File: config.mk
export PLATFORM = sky130hd
export DESIGN_NAME = adc_result_fifo
export DESIGN_NICKNAME = d
export VERILOG_FILES = /design/src/rtl/adc_result_fifo.sv
export SDC_FILE = /design/constraint.sdc
export NUM_CORES = 1
export LEC_CHECK = 0
export CORE_ASPECT_RATIO = 1.75
export CORE_MARGIN = 1
export CORE_UTILIZATION = 60
export DETAILED_ROUTE_END_ITERATION = 8
export PLACE_DENSITY = 0.81
export SLEW_MARGIN = 20
export SYNTH_ARGS = -nofsm -noshare
export SYNTH_HDL_FRONTEND = slang
export SYNTH_SLANG_ARGS = --single-unit
File: constraint.sdc
create_clock -name clk -period 10.26 [get_ports clk]
set_input_delay 1.026 -clock clk [delete_from_list [all_inputs] [get_ports clk]]
set_output_delay 1.026 -clock clk [all_outputs]
set_load 0.01 [all_outputs]
File: src/rtl/adc_result_fifo.sv
// Result buffer behind the ADC7610 conversion controller. It captures one word per adc_done pulse
// and checks its tag, then queues {seq, sample} in a show-ahead FIFO while tracking drops, bad tags and min/max.
module adc_result_fifo #(
    parameter int DEPTH_LOG2 = 4
) (
    input  logic                  clk,
    input  logic                  reset,
    input  logic                  adc_done,
    input  logic [15:0]           adc_data,
    input  logic                  clr,
    input  logic                  rd_en,
    output logic [15:0]           rd_data,
    output logic                  rd_valid,
    output logic [DEPTH_LOG2:0]   level,
    output logic                  full,
    output logic                  overflow,
    output logic [7:0]            drop_cnt,
    output logic [7:0]            bad_cnt,
    output logic [13:0]           min_val,
    output logic [13:0]           max_val
);
    localparam int PW = DEPTH_LOG2 + 1;
    localparam logic [PW-1:0] FULL_LEVEL = PW'(1 << DEPTH_LOG2);

    logic          done_q1, done_q2;
    logic [PW-1:0] wr_ptr_q, wr_ptr_d;
    logic [PW-1:0] rd_ptr_q, rd_ptr_d;
    logic [1:0]    seq_q, seq_d;
    logic          overflow_q, overflow_d;
    logic [7:0]    drop_cnt_q, drop_cnt_d;
    logic [7:0]    bad_cnt_q, bad_cnt_d;
    logic [13:0]   min_q, min_d;
    logic [13:0]   max_q, max_d;
    logic [15:0]   mem [1 << DEPTH_LOG2];

    logic cap, good, bad, pop, wr_en;

    always_comb begin
        level    = wr_ptr_q - rd_ptr_q;
        full     = (level == FULL_LEVEL);
        rd_valid = (level != '0);
        cap      = done_q1 & ~done_q2;
        good     = cap & (adc_data[15:14] == 2'b10);
        bad      = cap & (adc_data[15:14] != 2'b10);
        // Pop is qualified by the pre-write rd_valid, so a write into an empty FIFO is never popped in the same cycle.
        pop      = rd_en & rd_valid;
        wr_en    = good & (~full | pop);
    end

    always_comb begin
        wr_ptr_d   = wr_ptr_q;
        rd_ptr_d   = rd_ptr_q;
        seq_d      = seq_q;
        overflow_d = overflow_q;
        drop_cnt_d = drop_cnt_q;
        bad_cnt_d  = bad_cnt_q;
        min_d      = min_q;
        max_d      = max_q;
        if (clr) begin
            wr_ptr_d   = '0;
            rd_ptr_d   = '0;
            seq_d      = '0;
            overflow_d = 1'b0;
            drop_cnt_d = '0;
            bad_cnt_d  = '0;
            min_d      = 14'h3FFF;
            max_d      = 14'h0000;
        end else begin
            if (pop) rd_ptr_d = rd_ptr_q + 1'b1;
            if (good) begin
                if (adc_data[13:0] < min_q) min_d = adc_data[13:0];
                if (adc_data[13:0] > max_q) max_d = adc_data[13:0];
                // seq advances on drops too so the host sees the gap.
                seq_d = seq_q + 1'b1;
                if (wr_en) begin
                    wr_ptr_d = wr_ptr_q + 1'b1;
                end else begin
                    overflow_d = 1'b1;
                    if (drop_cnt_q != 8'hFF) drop_cnt_d = drop_cnt_q + 1'b1;
                end
            end
            if (bad && bad_cnt_q != 8'hFF) bad_cnt_d = bad_cnt_q + 1'b1;
        end
    end

    always_ff @(posedge clk or negedge reset) begin
        if (!reset) begin
            done_q1    <= 1'b0;
            done_q2    <= 1'b0;
            wr_ptr_q   <= '0;
            rd_ptr_q   <= '0;
            seq_q      <= '0;
            overflow_q <= 1'b0;
            drop_cnt_q <= '0;
            bad_cnt_q  <= '0;
            min_q      <= 14'h3FFF;
            max_q      <= 14'h0000;
        end else begin
            done_q1    <= adc_done;
            done_q2    <= done_q1;
            wr_ptr_q   <= wr_ptr_d;
            rd_ptr_q   <= rd_ptr_d;
            seq_q      <= seq_d;
            overflow_q <= overflow_d;
            drop_cnt_q <= drop_cnt_d;
            bad_cnt_q  <= bad_cnt_d;
            min_q      <= min_d;
            max_q      <= max_d;
        end
    end

    // Storage is deliberately unreset; only the pointers define what is valid.
    always_ff @(posedge clk) begin
        if (wr_en && !clr) mem[wr_ptr_q[DEPTH_LOG2-1:0]] <= {seq_q, adc_data[13:0]};
    end

    assign rd_data  = mem[rd_ptr_q[DEPTH_LOG2-1:0]];
    assign overflow = overflow_q;
    assign drop_cnt = drop_cnt_q;
    assign bad_cnt  = bad_cnt_q;
    assign min_val  = min_q;
    assign max_val  = max_q;
endmodule

---- After elaboration in Yosys (flattened, before gate mapping) ----
Memories as Yosys holds them, arrays and structs flattened.
Index checks and enable logic that the tools add are counted.
storage, ports and cells
  bits in registers ....................... 59
  bits in writable memories ............... 256
  bits of input ports ..................... 21
  output and inout port bits .............. 68
  word-level logic and storage cells ...... 73
  memories ................................ 1
operators by class
  $add $sub $neg .......................... 6
  order comparisons ....................... 2
  equal/unequal tests ..................... 6
  multiplexer cells ....................... 24
  bitwise gates (word level) .............. 8
  reduce and logical (&&, ||, !) cells .... 16
memories
  name  words  width  read ports  clocked after memory_dff  wr ports  line  RTL
  mem   16     16     1           0                         1         34    logic [15:0] mem [1 << DEPTH_LOG2];
operator list
  operator                                                       count
  14-bit 2-to-1 mux                                              6
  8-bit 2-to-1 mux                                               6
  5-bit 2-to-1 mux                                               5
  8-bit by 1-bit adder with 8-bit output, second input constant  2
  8-bit inequality test, second input constant                   2
  14-bit greater-than comparator                                 1
  14-bit < comparator                                            1
  2-bit nonzero test                                             7
  5-bit by 1-bit adder with 5-bit output, second input constant  2
  2-bit AND reduction                                            4
  1-bit bitwise AND                                              5
  5-bit equality test, second input constant                     1
  1-bit 2-to-1 mux                                               5
  5-bit nonzero test                                             1
  5-bit subtractor                                               1
  2-bit 2-to-1 mux                                               2
  2-bit inequality test, second input constant                   2
  3-bit AND reduction                                            1
  2-bit by 1-bit adder with 2-bit output, second input constant  1
  2-bit equality test, second input constant                     1
  1-bit logical AND                                              2
  1-bit NOT                                                      2
  1-bit logical NOT                                              1
  1-bit bitwise OR                                               1

---- Logic depth before layout (Yosys ltp) ----
  word-level depth ........................ 8
  gate-level depth with buffers ........... 11
  depth with buffers taken out ............ 10

---- Worst setup path before layout ----
No wires, ideal clock.
  kind .................................... reg-to-reg
  start ................................... register rd_ptr_q[1]
  end ..................................... memory mem[6][0] (enable)
  setup time .............................. 436 ps
  arrival time ............................ 4394 ps
  data required time ...................... 9824 ps
  setup slack ............................. 5429 ps
  cell stages (with the launch flop) ...... 11
  path buffers ............................ 3
  period minus slack after synthesis ...... 4831 ps
  cells stage by stage .................... dfrtp_1 > clkbuf_1 > clkbuf_1 > inv_1 > fa_1 > and3_2 > nor3b_1 > a2111oi_2 > nand2b_1 > buf_4 > nor4b_1
between the ends
  longest elaborated chain between the ends .. 8
  elaborated cells on any way between the ends .. 10
  those cells by class .................... 1 x add/sub; 1 x eq/ne; 2 x mux; 4 x bitwise; 2 x reduce/logical
RTL lines
  what                                                              line    RTL
  from (decl)                                                       27      logic [PW-1:0] rd_ptr_q, rd_ptr_d;
  from (signal assigned)                                            102     rd_ptr_q <= rd_ptr_d;
  5-bit subtractor *                                                39      level = wr_ptr_q - rd_ptr_q;
  5-bit nonzero test / 5-bit equality test (equally long branches)  41, 40
  1-bit bitwise AND / 1-bit NOT (equally long branches)             46, 47
  1-bit bitwise OR *                                                47      wr_en = good & (~full | pop);
  1-bit bitwise AND *                                               47
  1-bit logical AND *                                               114     if (wr_en && !clr) mem[wr_ptr_q[DEPTH_LOG2-1:0]] <= {seq_q, adc_data[13:0]};
  1-bit 2-to-1 mux *                                                114
  1-bit 2-to-1 mux (implied by the code) *                          114
  to (decl)                                                         34
Mark *: on every way between the ends. The rest lies on a longest branch, timed or not.

---- Worst setup path in the final report ----
  start ................................... register rd_ptr_q[1]
  end ..................................... output port rd_valid
between the ends
  longest elaborated chain between the ends .. 2
RTL lines
  what                line  RTL
  5-bit subtractor    39
  5-bit nonzero test  41    rd_valid = (level != '0);
  to (decl)           13    output logic rd_valid,
No other way between the ends.

==> results.json <==
{
  "status": "finished, final reports clean",
  "crit_path_max_fanout": 67,
  "gp_congestion": 0.872,
  "skew_ns": 0.0102,
  "seq_area_sq_um": 9190,
  "rows": 72,
  "setup_tns_ns": 0,
  "grtUsageTotal_pct": 28.2,
  "clockBufferDepth": 3,
  "end_kind": "output pin",
  "cts_setup_buffers": 0,
  "cellLeakagePower_nw": 5.42,
  "final_nets": 934,
  "synth_cells": 769,
  "tritoncts": "yes",
  "start_util_pct": 60.9,
  "maxSlewHeadroom_pct": 31.3,
  "syn_area_sq_um": 13400,
  "ant_nets": 0,
  "fillerInstances": 1362,
  "grt_pass1_vias": 7754,
  "max_freq_ghz": 0.200,
  "grt_overflow": 0,
  "grt_max_degree": 76,
  "cts_resized": 0,
  "synth_nets": 829,
  "synthArstFlopShare_pct": 18.7,
  "root_buffer": "clkbuf_16",
  "power.density_nw_per_um2": 196,
  "yosysWarnings": 0,
  "multi_input_area_sq_um": 3990,
  "drv_cap": 0,
  "wirelength_microns": 30000,
  "syn2layout_area_growth_pct": 16.5,
  "required_ns": 9.23,
  "die_h_microns": 200,
  "die_w_microns": 115,
  "io_buffers": 88,
  "rsz0062_at_grt": "false",
  "routed_via_density": 6.11,
  "clk_latency_ns": 0.53,
  "dp_hpwl_microns": 19200,
  "synth_edf_count": 256,
  "synth_area_per_cell_sq_um": 17.4,
  "synth_area_leaders": "edfxtp_1 57%, mux4_2 13%, dfrtp_1 8.4%",
  "num_io_pins": 89,
  "synth_top_area_share_pct": 57.4,
  "slew_violations": 0,
  "vias": 7275,
  "min_period_ns": 5.01,
  "synth_seq_cells": 315,
  "ys.flop_type": "edfxtp_1",
  "cts-hold-fix-buffers": 0,
  "first_pass_iters": 5,
  "fp.coreArea_sq_um": 22000,
  "antenna_cells": 0,
  "yosysTopAreaCell": "edfxtp_1",
  "ys_seq_area_share_pct": 68.6,
  "grt_first_pass_wirelength_microns": 46200,
  "h-tree-depth": 1,
  "start_kind": "register",
  "worst_pin_slew_ns": 1.03,
  "criticalPathCategory": "reg -> out",
  "setup_viol": 0,
  "wl_per_cell_microns": 25.2,
  "cts.sink_count": 315,
  "timing.final.crit_share_pct": 48.8,
  "ir_drop_mv": 0.161,
  "dieArea_sq_um": 22900,
  "synth.distinct_cells": 54,
  "hold_path.class": "reg -> reg",
  "drtIter0Drc": 445,
  "antenna_found_initial": 0,
  "cp_data_arrival_time_ns": 3.98,
  "clk_pin_slew_worst_paths_ns": 0.07,
  "final_util_pct": 70.9,
  "hold_viol_final": 0,
  "drive_above_1_share_pct": 20.1,
  "drc": 0,
  "cts_buffers": 27
}
layer usage:
metal | wire [microns] | track usage [%] | part of all wire (%) | vias up
met5 | 0 | 0 | 0 | -
met4 | 1500 | 15.1 | 5.0 | 0
met2 | 16500 | 50.6 | 55 | 297
li1 | - | - | - | 3178
met3 | 1510 | 3.34 | 5.0 | 65
met1 | 10500 | 32.7 | 35 | 3735
cells in the mapped netlist (2+ instances only):
master,n
a211oi_1,2
a21boi_0,2
a21o_1,3
a21oi_1,18
and3_1,5
buf_1,2
buf_2,6
buf_4,3
buf_6,2
clkbuf_1,22
dfrtp_1,45
dfstp_2,14
edfxtp_1,256
ha_1,38
inv_1,37
mux2i_1,31
mux4_2,80
nand2_1,27
nand2b_1,7
nand3_1,10
nand3b_1,2
nand4_1,10
nor2_1,76
nor3_1,12
nor3b_1,3
nor4_1,2
nor4b_1,2
o211ai_1,2
o21ai_0,3
or3_1,2
xnor2_1,8
xor2_1,15
cell usage in the layout, fill, tap and decap left out, types with 4 or more instances in the layout:
master             n
inv_1             37
xor2_1            15
and3_1             5
dfrtp_1           43
nand4_1           10
xnor2_1            8
nor2_1            76
mux2i_1           31
buf_4             23
clkbuf_16         27
mux4_2            80
clkdlybuf4s50_1   86
clkbuf_1           6
nor3_2             5
nand3_1           10
clkinv_2           5
nand2b_1           7
edfxtp_1         256
nand2_1           27
a21oi_1           18
nor3_1             4
nor3_4             4
ha_1              38
dfstp_2           14
logic make-up (layout without fill, tap and decap cells):
| kind of cell | count (synthesis) | count (layout) | share of synthesized area [%] |
|---|---|---|---|
| muxes | 111 | 111 | 15.8 |
| and+or+nand+nor | 167 | 167 | 5.93 |
| AOI/OAI and AO/OA | 42 | 42 | 2.21 |
| DFF | 315 | 315 | 68.6 |
| adders and majority gates | 39 | 39 | 3.70 |
| buffers and inverters | 72 | 197 | 2.27 |
| xor gates and xnor gates | 23 | 23 | 1.51 |
area by class of cell:
type	count	area share (%)
Clock buffer	36	4.74
Clock inverter	13	0.779
Inverter	37	0.891
Multi-Input combinational cell	382	25.6
Sequential cell	315	58.9
Tap cell	296	2.38
Timing Repair Buffer	111	6.69
path summary, 6_finish.rpt:
kind	from	endpoint	slack, ns	depth (start not counted)
max	rd_ptr_q[1]	rd_valid	5.25	7
min	done_q1	done_q2	0.42	0
max reg2reg	rd_ptr_q[1]	mem[13][4]	5.71	9
min reg2reg	done_q1	done_q2	0.42	0
max in group asynchronous	reset	rd_ptr_q[0]	9.08	2
min in group asynchronous	reset	seq_q[1]	0.64	2
sequential cells by signal, indices dropped and copies added, names as in the netlist:
| register | cells |
|---|---|
| bad_cnt | 8 |
| max_val | 14 |
| overflow | 1 |
| seq_q | 2 |
| mem | 256 |
| wr_ptr_q | 5 |
| min_val | 14 |
| done_q1 | 1 |
| drop_cnt | 8 |
| done_q2 | 1 |
| rd_ptr_q | 5 |
critical path, stage by stage, from the launching register on:
cell	delay (ns)
dfrtp_2	0.36
buf_4	0.74
inv_1	0.23
fa_1	0.51
and3_2	0.22
nor3b_1	0.43
a2bb2o_1	0.42
clkdlybuf4s50_1	0.54
power by group:
part | switching (mW) | total [mW] | leakage [nW] | internal [mW]
combinational | 0.293 | 0.631 | 1.91 | 0.338
sequential | 0.0393 | 1.43 | 3.09 | 1.39
clock | 0.440 | 0.998 | 0.422 | 0.557
stage by stage:
| stage | cell area (sq um) | total power [mW] | instances | hold slack (ns) | setup slack [ns] |
|---|---|---|---|---|---|
| 6_report | 15600 | 3.06 | 1190 | 0.424 | 5.25 |
| 2_1_floorplan | 13400 | 1.85 | 769 | 0.386 | 5.43 |
| 4_1_cts | 15600 | 3.09 | 1190 | 0.424 | 5.22 |
| 5_1_grt | 15600 | 3.16 | 1190 | 0.434 | 5.09 |
| 3_3_place_gp | 14700 | 2.08 | 1141 | 0.400 | 5.72 |
| 3_5_place_dp | 14700 | 2.10 | 1141 | 0.405 | 5.52 |
Note: power is estimated with default switching activity, not from simulation.
